[config.mk]
export PLATFORM = sky130hd
export DESIGN_NAME = store_check_monitor
export DESIGN_NICKNAME = d
export VERILOG_FILES = /design/src/rtl/store_check_monitor.sv
export SDC_FILE = /design/constraint.sdc
export NUM_CORES = 1
export LEC_CHECK = 0
export CORE_MARGIN = 5
export CORE_UTILIZATION = 45
export DETAILED_ROUTE_END_ITERATION = 12
export DONT_BUFFER_PORTS = 1
export SLEW_MARGIN = 20
export SYNTH_ARGS = -nofsm -noshare
export SYNTH_HDL_FRONTEND = slang
export SYNTH_SLANG_ARGS = --single-unit
[constraint.sdc]
create_clock -name clk -period 5.4 [get_ports clk]
set_input_delay 0.54 -clock clk [delete_from_list [all_inputs] [get_ports clk]]
set_output_delay 0.54 -clock clk [all_outputs]
set_load 0.01 [all_outputs]
[src/rtl/store_check_monitor.sv]
// Store-bus checker: classifies core data-memory writes against a loadable
// table of expected values and reports saturating counters plus a verdict.
module store_check_monitor #(
  parameter int DATA_W     = 32,
  parameter int ADDR_W     = 32,
  parameter int NUM_CHECKS = 9,
  parameter int BASE_ADDR  = 200,
  parameter int STRIDE     = 4,
  parameter int TIMEOUT    = 64,
  parameter bit ORDERED    = 1'b0,
  parameter int CNT_W      = 8,
  localparam int IDX_W     = (NUM_CHECKS > 1) ? $clog2(NUM_CHECKS) : 1
) (
  input  logic              clk,
  input  logic              rst_n,
  input  logic              exp_we,
  input  logic [IDX_W-1:0]  exp_idx,
  input  logic [DATA_W-1:0] exp_data,
  input  logic              start,
  input  logic              memwrite,
  input  logic [ADDR_W-1:0] dataadr,
  input  logic [DATA_W-1:0] writedata,
  output logic [CNT_W-1:0]  pass_cnt,
  output logic [CNT_W-1:0]  fail_cnt,
  output logic [CNT_W-1:0]  unexp_cnt,
  output logic [IDX_W-1:0]  first_fail_idx,
  output logic              first_fail_vld,
  output logic              busy,
  output logic              done,
  output logic              timed_out,
  output logic              pass
);
  localparam int SH   = (STRIDE > 1) ? $clog2(STRIDE) : 0;
  localparam int WD_W = (TIMEOUT > 1) ? $clog2(TIMEOUT + 1) : 1;
  localparam logic [IDX_W:0]  NUM_L = NUM_CHECKS[IDX_W:0];
  localparam logic [CNT_W-1:0] NUM_C = NUM_CHECKS[CNT_W-1:0];

  typedef enum logic [1:0] {S_IDLE, S_RUN, S_DONE} state_t;

  state_t r_state, w_state_nxt;
  logic [NUM_CHECKS-1:0][DATA_W-1:0] r_tbl;
  logic [NUM_CHECKS-1:0] r_chk, w_chk_nxt;
  logic [IDX_W-1:0]  r_nxt, w_nxt_nxt, r_ffi, w_ffi_nxt;
  logic [CNT_W-1:0]  r_pc, w_pc_nxt, r_fc, w_fc_nxt, r_uc, w_uc_nxt;
  logic [WD_W-1:0]   r_wd, w_wd_nxt;
  logic              r_ffv, w_ffv_nxt, r_to, w_to_nxt, r_pass, w_pass_nxt;

  logic [ADDR_W-1:0] w_off, w_idx_full;
  logic [IDX_W-1:0]  w_idx;
  logic              w_inwin, w_clr, w_wd_hit, w_all;

  function automatic logic [CNT_W-1:0] sat_inc(input logic [CNT_W-1:0] v);
    return (&v) ? v : v + 1'b1;
  endfunction

  // Address decode: modulo subtraction makes below-base addresses wrap high.
  assign w_off      = dataadr - ADDR_W'(BASE_ADDR);
  assign w_idx_full = w_off >> SH;
  assign w_idx      = w_idx_full[IDX_W-1:0];
  assign w_inwin    = ~|(w_off & ADDR_W'(STRIDE - 1)) &
                      (w_idx_full < ADDR_W'(NUM_CHECKS));
  assign w_clr      = start & (r_state != S_RUN);
  assign w_wd_hit   = (r_wd == WD_W'(TIMEOUT - 1));
  assign w_all      = &w_chk_nxt;

  always_ff @(posedge clk) begin
    if (!rst_n) r_state <= S_IDLE;
    else        r_state <= w_state_nxt;
  end

  always_comb begin
    w_state_nxt = r_state;
    case (r_state)
      S_IDLE:  if (start) w_state_nxt = S_RUN;
      S_RUN:   if (w_all || w_wd_hit) w_state_nxt = S_DONE;
      S_DONE:  if (start) w_state_nxt = S_RUN;
      default: w_state_nxt = S_IDLE;
    endcase
  end

  always_comb begin
    w_chk_nxt = r_chk;
    w_nxt_nxt = r_nxt;
    w_pc_nxt  = r_pc;
    w_fc_nxt  = r_fc;
    w_uc_nxt  = r_uc;
    w_ffi_nxt = r_ffi;
    w_ffv_nxt = r_ffv;
    w_to_nxt  = r_to;
    w_wd_nxt  = r_wd;
    if (w_clr) begin
      w_chk_nxt = '0;
      w_nxt_nxt = '0;
      w_pc_nxt  = '0;
      w_fc_nxt  = '0;
      w_uc_nxt  = '0;
      w_ffi_nxt = '0;
      w_ffv_nxt = 1'b0;
      w_to_nxt  = 1'b0;
      w_wd_nxt  = '0;
    end else if (r_state == S_RUN) begin
      w_wd_nxt = r_wd + 1'b1;
      if (memwrite) begin
        if (!w_inwin) begin
          w_uc_nxt = sat_inc(r_uc);
          w_fc_nxt = sat_inc(r_fc);
        end else if (r_chk[w_idx]) begin
          w_fc_nxt = sat_inc(r_fc);
        end else if (ORDERED && (w_idx != r_nxt)) begin
          w_fc_nxt         = sat_inc(r_fc);
          w_chk_nxt[w_idx] = 1'b1;
        end else begin
          w_chk_nxt[w_idx] = 1'b1;
          w_nxt_nxt        = r_nxt + 1'b1;
          if (writedata == r_tbl[w_idx]) w_pc_nxt = sat_inc(r_pc);
          else                           w_fc_nxt = sat_inc(r_fc);
        end
        // Only in-window failures carry an index worth reporting.
        if (w_inwin && (w_fc_nxt != r_fc || &r_fc) && !r_ffv &&
            !(w_pc_nxt != r_pc || (&r_pc && writedata == r_tbl[w_idx] &&
              !r_chk[w_idx] && !(ORDERED && w_idx != r_nxt)))) begin
          w_ffv_nxt = 1'b1;
          w_ffi_nxt = w_idx;
        end
      end
      if (!w_all && w_wd_hit) w_to_nxt = 1'b1;
    end
    w_pass_nxt = (w_state_nxt == S_DONE) & ~w_to_nxt &
                 (w_fc_nxt == '0) & (w_pc_nxt == NUM_C);
  end

  always_ff @(posedge clk) begin
    if (!rst_n) begin
      r_tbl  <= '0;
      r_chk  <= '0;
      r_nxt  <= '0;
      r_pc   <= '0;
      r_fc   <= '0;
      r_uc   <= '0;
      r_ffi  <= '0;
      r_ffv  <= 1'b0;
      r_to   <= 1'b0;
      r_wd   <= '0;
      r_pass <= 1'b0;
    end else begin
      if (r_state == S_IDLE && exp_we && ({1'b0, exp_idx} < NUM_L))
        r_tbl[exp_idx] <= exp_data;
      r_chk  <= w_chk_nxt;
      r_nxt  <= w_nxt_nxt;
      r_pc   <= w_pc_nxt;
      r_fc   <= w_fc_nxt;
      r_uc   <= w_uc_nxt;
      r_ffi  <= w_ffi_nxt;
      r_ffv  <= w_ffv_nxt;
      r_to   <= w_to_nxt;
      r_wd   <= w_wd_nxt;
      r_pass <= w_pass_nxt;
    end
  end

  assign pass_cnt       = r_pc;
  assign fail_cnt       = r_fc;
  assign unexp_cnt      = r_uc;
  assign first_fail_idx = r_ffi;
  assign first_fail_vld = r_ffv;
  assign busy           = (r_state == S_RUN);
  assign done           = (r_state == S_DONE);
  assign timed_out      = r_to;
  assign pass           = r_pass;
endmodule

* Word level (Yosys, flattened, before mapping)
Cells that the tools add are included.
** Word-level totals
- Register bits after elaboration :: 337
- Input port bits :: 105
- Output and inout port bits :: 33
** Operators by class
- $add $sub $neg :: 5
- Magnitude comparators :: 6
- Equality and inequality tests :: 9
- Multiplexer cells :: 40
- Bitwise logic cells :: 10
- Reduce and logical (&&, ||, !) cells :: 29
** Operators with widths (number)
- $bwmux 288 :: 1
- $mux 8 :: 20
- $bmux 32 s4 :: 1
- $demux 32 s4 :: 1
- $mux 32 :: 2
- $mux 9 :: 5
- $eq 32x32->1 :: 1
- $sub 32x8->32 const B :: 1
- $lt 30x4->1 const B :: 1
- $add 8x1->8 const B :: 3
- $reduce_and 8->1 :: 3
- $ne 8x8->1 :: 2
- $logic_and 1x1->1 :: 10
- $lt 4x5->1 const B :: 2
- $or 9x9->9 :: 1
- $reduce_and 9->1 :: 1
- $eq 8x4->1 const B :: 1
- $ge 4x1->1 const B :: 2
- $logic_not 8->1 :: 1
- $add 7x1->7 const B :: 1
- $eq 7x6->1 const B :: 1
- $reduce_or 2->1 :: 3
- $and 1x1->1 :: 5
- $logic_not 1->1 :: 5
- other kinds (14) :: 25

* Logic depth before layout (Yosys ltp)
- Word-level depth :: 21
- Gate-level depth with buffers :: 23

* Least setup slack after synthesis
Ideal clock, no wire load.
- Kind :: input to register
- Start point :: input port dataadr[3]
- End point :: register r_pass (netlist: pass)
- Library setup time :: 88 ps
- Arrival :: 4730 ps
- Slack :: 582 ps
- Cell stages on the path :: 20
- Cell sequence :: buf_6 > buf_12 > buf_12 > buf_6 > buf_2 > buf_4 > inv_1 > ha_1 > clkbuf_1 > nand3b_1 > a2111oi_0 > o31ai_1 > a221oi_1 > nand4b_1 > or4_1 > or4_1 > nor3_1 > and3b_1 > o221ai_1 > nor4_2
** Between the ends
- Longest elaborated chain between the ends :: 21
- Elaborated cells between the ends (all ways) :: 53
- Those cells by class :: add/sub: 1; order compare: 3; eq/ne: 3; mux: 34; bitwise: 6; reduce/logical: 6
** Ends and longest elaborated chain
- from (decl) :: line 21 : input logic [ADDR_W-1:0] dataadr,
- $sub 32x8->32 * :: line 57 : assign w_off = dataadr - ADDR_W'(BASE_ADDR);
- via w_off[3] :: line 48 : logic [ADDR_W-1:0] w_off, w_idx_full;
- $lt 4x5->1 (implied by the code) or $ge 4x1->1 (tied branches) :: line 113 : w_chk_nxt[w_idx] = 1'b1;
- $logic_and 1x1->1 (implied by the code) :: line 113
- $mux 1 (implied by the code) :: line 113
- $demux 1 s4 :: line 113
- $or 9x9->9 (no line)
- $mux 9 :: line 107 : end else if (r_chk[w_idx]) begin
- (+5 left out)
- $logic_not 1->1 :: line 126 : if (!w_all && w_wd_hit) w_to_nxt = 1'b1;
- $logic_and 1x1->1 :: line 126
- $mux 1 :: line 126
- $mux 1 :: line 101 : end else if (r_state == S_RUN) begin
- $mux 1 :: line 91 : if (w_clr) begin
- $not 1->1 :: line 128 : w_pass_nxt = (w_state_nxt == S_DONE) & ~w_to_nxt &
- $and 1x1->1 (2 in a row) :: line 128
- $and 1x1->1 * :: line 129 : (w_fc_nxt == '0) & (w_pc_nxt == NUM_C);
- to (signal assigned) :: line 157 : r_pass <= w_pass_nxt;
- to (decl) :: line 46 : logic r_ffv, w_ffv_nxt, r_to, w_to_nxt, r_pass, w_pass_nxt;
The timed path passes the listed nets; every way through them passes the cells marked *. The select of a mux whose other input is x is not followed.
A chain may end at the register's enable or synchronous reset.

* Worst setup path in the final report
- Start point :: input port dataadr[3]
- End point :: register r_pass (netlist: pass)
** Between the ends
- Longest elaborated chain between the ends :: 21
- Elaborated cells between the ends (all ways) :: 53
- Those cells by class :: add/sub: 1; order compare: 3; eq/ne: 3; mux: 34; bitwise: 6; reduce/logical: 6
** Ends and longest elaborated chain
- $sub 32x8->32 * :: line 57
- $lt 4x5->1 (implied by the code) or $ge 4x1->1 (tied branches) :: line 113
- $logic_and 1x1->1 (implied by the code) :: line 113
- $mux 1 (implied by the code) :: line 113
- $demux 1 s4 :: line 113
- $or 9x9->9 (no line)
- $mux 9 :: line 107
- $mux 9 :: line 104 : if (!w_inwin) begin
- (+4 left out)
- $logic_not 1->1 :: line 126
- $logic_and 1x1->1 :: line 126
- $mux 1 :: line 126
- $mux 1 :: line 101
- $mux 1 :: line 91
- $not 1->1 :: line 128
- $and 1x1->1 (2 in a row) :: line 128
- $and 1x1->1 * :: line 129
Every way passes the cells marked *; elsewhere a longest branch is shown, timed or not. The select of a mux whose other input is x is not followed.

==> metrics.md <==
| Metric | Value |
|---|---|
| Outcome | complete, no violations |
| Launch instance of the worst register-to-register path | r_tbl[35] |
| Number of gates on the worst path with buffers counted | 13 |
| Setup crit start | dataadr[3] |
| Largest net degree at the start of global routing | 294 |
| Avg Cell Area, Syn | 8.18 um2 |
| Number of cells on the worst reg-to-reg path | 10 |
| Final count of negative-setup-slack endpoints | 0 |
| Post-synth design cell area | 17800 um2 |
| Share of the clock period used by the worst path | 0.772 |
| Initial drt markers | 1390 |
| Worst-margin pin slew | 1.11 ns |
| Number of gates given a new drive strength after cts | 0 |
| Post-detailed-route via-to-cell ratio | 5.97 |
| Post-CTS Hold Fix Bufs | 0 |
| Number of H-tree levels | 2 |
| Total CTS buffers | 38 |
| Standard-cell rows | 72 |
| Pwr per Cell Area | 289 nW/um2 |
| Share of async-settable or async-resettable flops after synthesis | 0 |
| Worst VDD drop | 0.160 mV |
| Total met3 wirelength after detailed routing | 4600 um |
| Share of final-layout standard cells stronger than drive strength 1 | 0.0824 |
| Worst Path Max Fanout | 105 |
| Worst Path Buf+Inv | 1 |
| Number of antenna violations at the first check in global routing | 0 |
| Max Freq | 240 MHz |
| Area inside the core boundary | 38900 um2 |
| Number of sinks on the clock net | 337 |
| Die outline area | 43600 um2 |
| Synthesis Warnings | 0 |
| Synthesis-to-layout area growth | 8.23% |
| Starting utilization of the core area | 0.457 |
| Slowest stage cell on the critical path | sky130_fd_sc_hd__or4_1 |
| Number of enable-type register cells in the synthesized netlist | 0 |
| Top sig layer | met4 |
| Routed len/inst | 23.9 um |
| Final hold violation count | 0 |
| Number of nets with antenna violations after detailed routing | 0 |
| Met1 layer wirelength in the final routing | 27000 um |
| Clk Latency, worst-skew pair | 0.55 ns |
| Number of nets in the synthesized netlist | 2283 |
| Register bit total from synthesis | 337 |
| Clock transition at the registers of the reported paths | 0.06 ns |
| Number of global-route vias before repair | 14700 |
| Leading register cell type out of synthesis | sky130_fd_sc_hd__dfxtp_1 |
| Final-layout fill cell count | 3773 |
| Seq. cell area | 6750 um2 |
| Type of the tightest min-delay check | primary input to flop |
| Gr usage total | 0.275 |
| Buffers inserted by post-CTS timing repair | 0 |
| Height of the chip | 209 um |
| TritonCTS clock tree | done |
| I/O pin count | 138 |
| Setup repair after global routing missed its margin | no |
| Kind of end point of the critical path | flop |
| Residual DRC | 0 |
| Cells traversed along the worst timing path | inv_1 -> ha_1 -> and3b_1 -> nand3_1 -> and2_1 -> a211o_1 -> a2111oi_0 -> and4_1 -> nand4_1 -> or4_1 -> o211ai_2 -> o211ai_1 -> nor4_2 |
| Critical path startpoint category | primary input |
| Max_slew headroom | 0.260 |
| Leak pwr | 6.18 nW |
| Antenna Diode Count | 0 |
| Via total after detailed routing | 15500 |
| Final weighted congestion in routability-driven placement | 0.969 |
| Arrival time of the worst setup path | 4.63 ns |
| Reg-to-reg critical path endpoint | pass |
| Final Max Slew Viols | 0 |
| Global route overflow | 0 |
| CP Capture Point | pass |
| Worst endpoint required time | 5.86 ns |
| Met2 routed wirelength | 29300 um |
| Buffer depth of the longest clock path | 3 |
| Critical path's largest stage delay | 0.65 ns |
| Min Tclk post-route | 4.17 ns |
| Crit Path Class | primary input to flop |
| Clock skew after layout | 0.0226 ns |
| Multi-input combinational cell area | 10200 um2 |
| First-pass GRT wire length | 93300 um |
| Clock tree root buffer cell | sky130_fd_sc_hd__clkbuf_16 |
| Final Net Count | 2172 |
| Final WL | 62400 um |
| Fin util | 0.495 |
| Die boundary width | 209 um |
| Proportion of synthesized chip area in sequential cells | 0.379 |
| Tot Pwr | 5.55 mW |
| Max Cap Violations | 0 |
| Port buffer count | 0 |
| HPWL Detailed | 41200 um |
| Setup TNS | 0 ns |
| Distinct cell type count of the synthesized netlist | 86 |
| Setup slack of the worst register-to-register path | 1.43 ns |
| Post-synthesis instance total | 2173 |
| Dominant delay contributor by cell family on the critical path | simple AND/OR/NAND/NOR gates |
| Length of the first detailed-routing pass in iterations | 6 |
cell families (layout without fill, tap and decap cells):
group           count (synthesis)  after routing  synth area share
xor+xnor                       54             54            0.0266
fa+ha+maj                       5              5           0.00352
simple gates                  960            960             0.235
compound gates                501            501             0.209
buf+inv                       206            121            0.0492
flops                         337            337             0.379
mux                           110            110            0.0965
power breakdown:
group	leakage, nW	internal, mW	switching [mW]
Sequential	2.72	2.51	0.0155
Combinational	2.84	0.159	0.199
Clock	0.624	1.61	1.05
placed cells by master (no fill, tap or decap), types with 12 or more instances in the layout:
cell / count
sky130_fd_sc_hd__nand2_1: 646
sky130_fd_sc_hd__dfxtp_1: 337
sky130_fd_sc_hd__a21boi_0: 291
sky130_fd_sc_hd__nor2_1: 93
sky130_fd_sc_hd__mux2i_1: 50
sky130_fd_sc_hd__mux4_2: 48
sky130_fd_sc_hd__clkbuf_16: 39
sky130_fd_sc_hd__inv_1: 33
sky130_fd_sc_hd__a21oi_1: 33
sky130_fd_sc_hd__nor3_1: 31
sky130_fd_sc_hd__o21ai_0: 29
sky130_fd_sc_hd__xnor2_1: 29
sky130_fd_sc_hd__xor2_1: 23
sky130_fd_sc_hd__nor2b_1: 20
sky130_fd_sc_hd__nand2b_1: 20
sky130_fd_sc_hd__nand4_1: 19
sky130_fd_sc_hd__buf_4: 18
sky130_fd_sc_hd__nand3_1: 17
sky130_fd_sc_hd__a31oi_1: 16
sky130_fd_sc_hd__nor4_1: 14
sky130_fd_sc_hd__a221oi_1: 13
sky130_fd_sc_hd__and3_1: 12
sky130_fd_sc_hd__o22ai_1: 12
sky130_fd_sc_hd__mux2_2: 12
flip-flops by register name, summed over array words and instances, names as in the netlist, 2 cells and up:
| register | flops |
|---|---|
| r_tbl | 288 |
| r_chk | 9 |
| fail_cnt | 8 |
| pass_cnt | 8 |
| unexp_cnt | 8 |
| r_wd | 7 |
| first_fail_idx | 4 |
| r_state | 2 |
layout make-up:
class	instances	area share
multi-input combinational	1630	0.532
sequential	337	0.350
clock buffer	56	0.0577
tap	518	0.0337
timing repair buffer	21	0.0109
clock inverter	10	0.00819
inverter	34	0.00663
metal layers:
metal,track usage,vias up
met5,0,-
met1,0.368,7618
met2,0.451,538
li1,-,7299
met4,0.0790,0
met3,0.0589,91
cells in the mapped netlist, drive strengths merged, types with 14 or more instances:
library cell | instances | share of area
nand2 | 646 | 0.14
dfxtp | 337 | 0.38
a21boi | 291 | 0.12
clkbuf | 144 | 0.030
nor2 | 94 | 0.020
mux2i | 50 | 0.028
mux4 | 48 | 0.061
a21oi | 34 | 0.0098
nor3 | 34 | 0.0098
inv | 33 | 0.0070
o21ai | 30 | 0.0084
xnor2 | 30 | 0.015
buf | 28 | 0.012
xor2 | 24 | 0.012
nand2b | 22 | 0.0077
nand3 | 21 | 0.0059
nor2b | 20 | 0.0070
nand4 | 19 | 0.0067
a31oi | 16 | 0.0056
nor4 | 16 | 0.0060
a221oi | 14 | 0.0072
per-stage QoR:
stage	hold WS, ns	area, um2	cells	setup slack [ns]
after floorplan	0.432	17800	2173	0.582
after global placement	0.446	17900	2538	0.781
after detailed placement	0.452	18000	2540	0.721
after CTS	0.103	19200	2606	1.30
after global routing	0.123	19200	2606	0.940
final	0.131	19200	2606	1.23
worst register-to-register path, delay by kind of cell (launching register included):
family          cells  cell delay (ns)
mux                 1             0.55
simple gates        4             1.91
flops               1             0.31
xor+xnor            1             0.16
compound gates      4             0.96
how the worst min path moves through the flow:
stage / startpoint / cells past startpoint / end / slack, ns
final: exp_data[31] / 2 / r_tbl[127] / 0.13
after floorplan: r_chk[0] / 2 / r_chk[0] / 0.43
after detailed placement: r_tbl[39] / 2 / r_tbl[39] / 0.45
after global placement: r_tbl[251] / 2 / r_tbl[251] / 0.45
after CTS: exp_data[31] / 2 / r_tbl[127] / 0.10
after global routing: exp_data[8] / 2 / r_tbl[40] / 0.12
(Power assumes the default switching activity.)
==> variant, RTL diff (config.mk and constraints unchanged) <==
The parameter `DATA_W` goes from 32 to 40.
--- a/src/rtl/store_check_monitor.sv
+++ b/src/rtl/store_check_monitor.sv
@@ -1,7 +1,7 @@
 // Store-bus checker: classifies core data-memory writes against a loadable
 // table of expected values and reports saturating counters plus a verdict.
 module store_check_monitor #(
-  parameter int DATA_W     = 32,
+  parameter int DATA_W     = 40,
   parameter int ADDR_W     = 32,
   parameter int NUM_CHECKS = 9,
   parameter int BASE_ADDR  = 200,
Ports: changed (resized exp_data and writedata); port bits go from 138 to 154. No check against the original RTL was run, so the function may have changed too.
==> variant against the unedited design <==
- combinational power up 15%
- core utilization is 0.13 points lower
- sequential cell count increased by 72
- area after synthesis grew 17%
- power up 19%
- register-to-register slack worse by 0.33 ns
- routed wire length is 13% higher
- design area increased by 17%
- worst setup slack got worse by 0.13 ns
- critical path type is now reg2reg
==> variant: results (changes against the unedited design) <==
power_and_ir_drop:
  p_comb_uw: 413  # was 359 µW
  peakVddDrop_mv: 0.239  # was 0.160 mV
  pwr-share-seq_pct: 46.4  # was 45.5%
  switchingPower_mw: 1.54  # was 1.27 mW
  p_leak_nw: 7.36  # was 6.18 nW
critical_path:
  worstPathArrival_ns: 4.78  # was 4.63 ns
  reg2regPathDepth: 11  # was 10
  r2r-start: "r_tbl[63]"  # was r_tbl[35]
  reg2reg_slack_ns: 1.10  # was 1.43 ns
place:
  gp_congestion: 0.972  # was 0.969
grt:
  grt_pass1_wl_um: 107000  # was 93300 µm
  antenna_found_initial: 1  # was 0
  grt_pass1_vias: 17345  # was 14728
  grt_usage_pct: 27.1  # was 27.5%
sta:
  finClkSkew_ns: 0.0216  # was 0.0226 ns
route:
  wl_per_cell_um: 23.3  # was 23.9 µm
  drt_iter0_markers: 1620  # was 1390
  vias: 17914  # was 15546
yosys:
  ys_top_cells_by_count: "nand2_1, dfxtp_1, a21boi_0"  # unchanged
  synth_seq_area_share_pct: 39.3  # was 37.9%
  synthCells: 2521  # was 2173
  yosys-top-cells-area: "dfxtp_1, nand2_1, a21boi_0, mux4_2, mux2i_1"  # was dfxtp_1, nand2_1, a21boi_0, mux4_2, clkbuf_1
cts:
  clock_latency_ns: 0.59  # was 0.55 ns
cells_and_area:
  fill_cells: 4350  # was 3773
outcome:
  status: "completed"  # unchanged
## variant: through the flow
| stage | hold WS, ns | area (µm²) |
|---|---|---|
| after floorplan | 0.439 | 20800 |
| after global placement | 0.445 | 21000 |
| after detailed placement | 0.453 | 21000 |
| after CTS | 0.0659 | 22500 |
| after global routing | 0.0731 | 22500 |
| final | 0.0941 | 22500 |
## variant: worst min path at each step
stage | start | endpoint | slack, ns
floorplan | r_tbl[178] | r_tbl[178] | 0.44
finish | exp_data[4] | r_tbl[244] | 0.09
CTS | exp_data[9] | r_tbl[329] | 0.07
detailed placement | r_tbl[239] | r_tbl[239] | 0.45
global placement | r_tbl[218] | r_tbl[218] | 0.44
global route | exp_data[22] | r_tbl[302] | 0.07
## variant: kinds of logic (layout without fill, tap and decap cells)
kind of cell             Yosys count  in the layout  synth area share (%)
AND/OR/NAND/NOR                 1094           1094                  22.5
XOR/XNOR                          68             68                  2.89
adder cells (fa/ha/maj)            5              5                 0.300
buffers and inverters            250            151                  5.07
AO/OA/AOI/OAI                    556            556                  19.7
multiplexers                     139            139                  10.3
flip-flops                       409            409                  39.3
## variant: final cells by class
type	count	area (µm²)	area share [%]
repair buffers	28	210	0.935
multi-input cells	1862	11700	52.0
inverters	39	146	0.651
clock buffers	68	1310	5.84
clock inverters	16	191	0.851
well taps	600	751	3.34
flip-flops and latches	409	8190	36.4
## variant: layer usage
| layer | track usage, % | share of wire [%] | vias up |
|---|---|---|---|
| li1 | - | - | 8389 |
| met1 | 37.3 | 43 | 8732 |
| met2 | 43.6 | 46 | 694 |
| met3 | 5.98 | 8.4 | 97 |
| met4 | 6.91 | 2.5 | 2 |
| met5 | 0 | 0.020 | - |
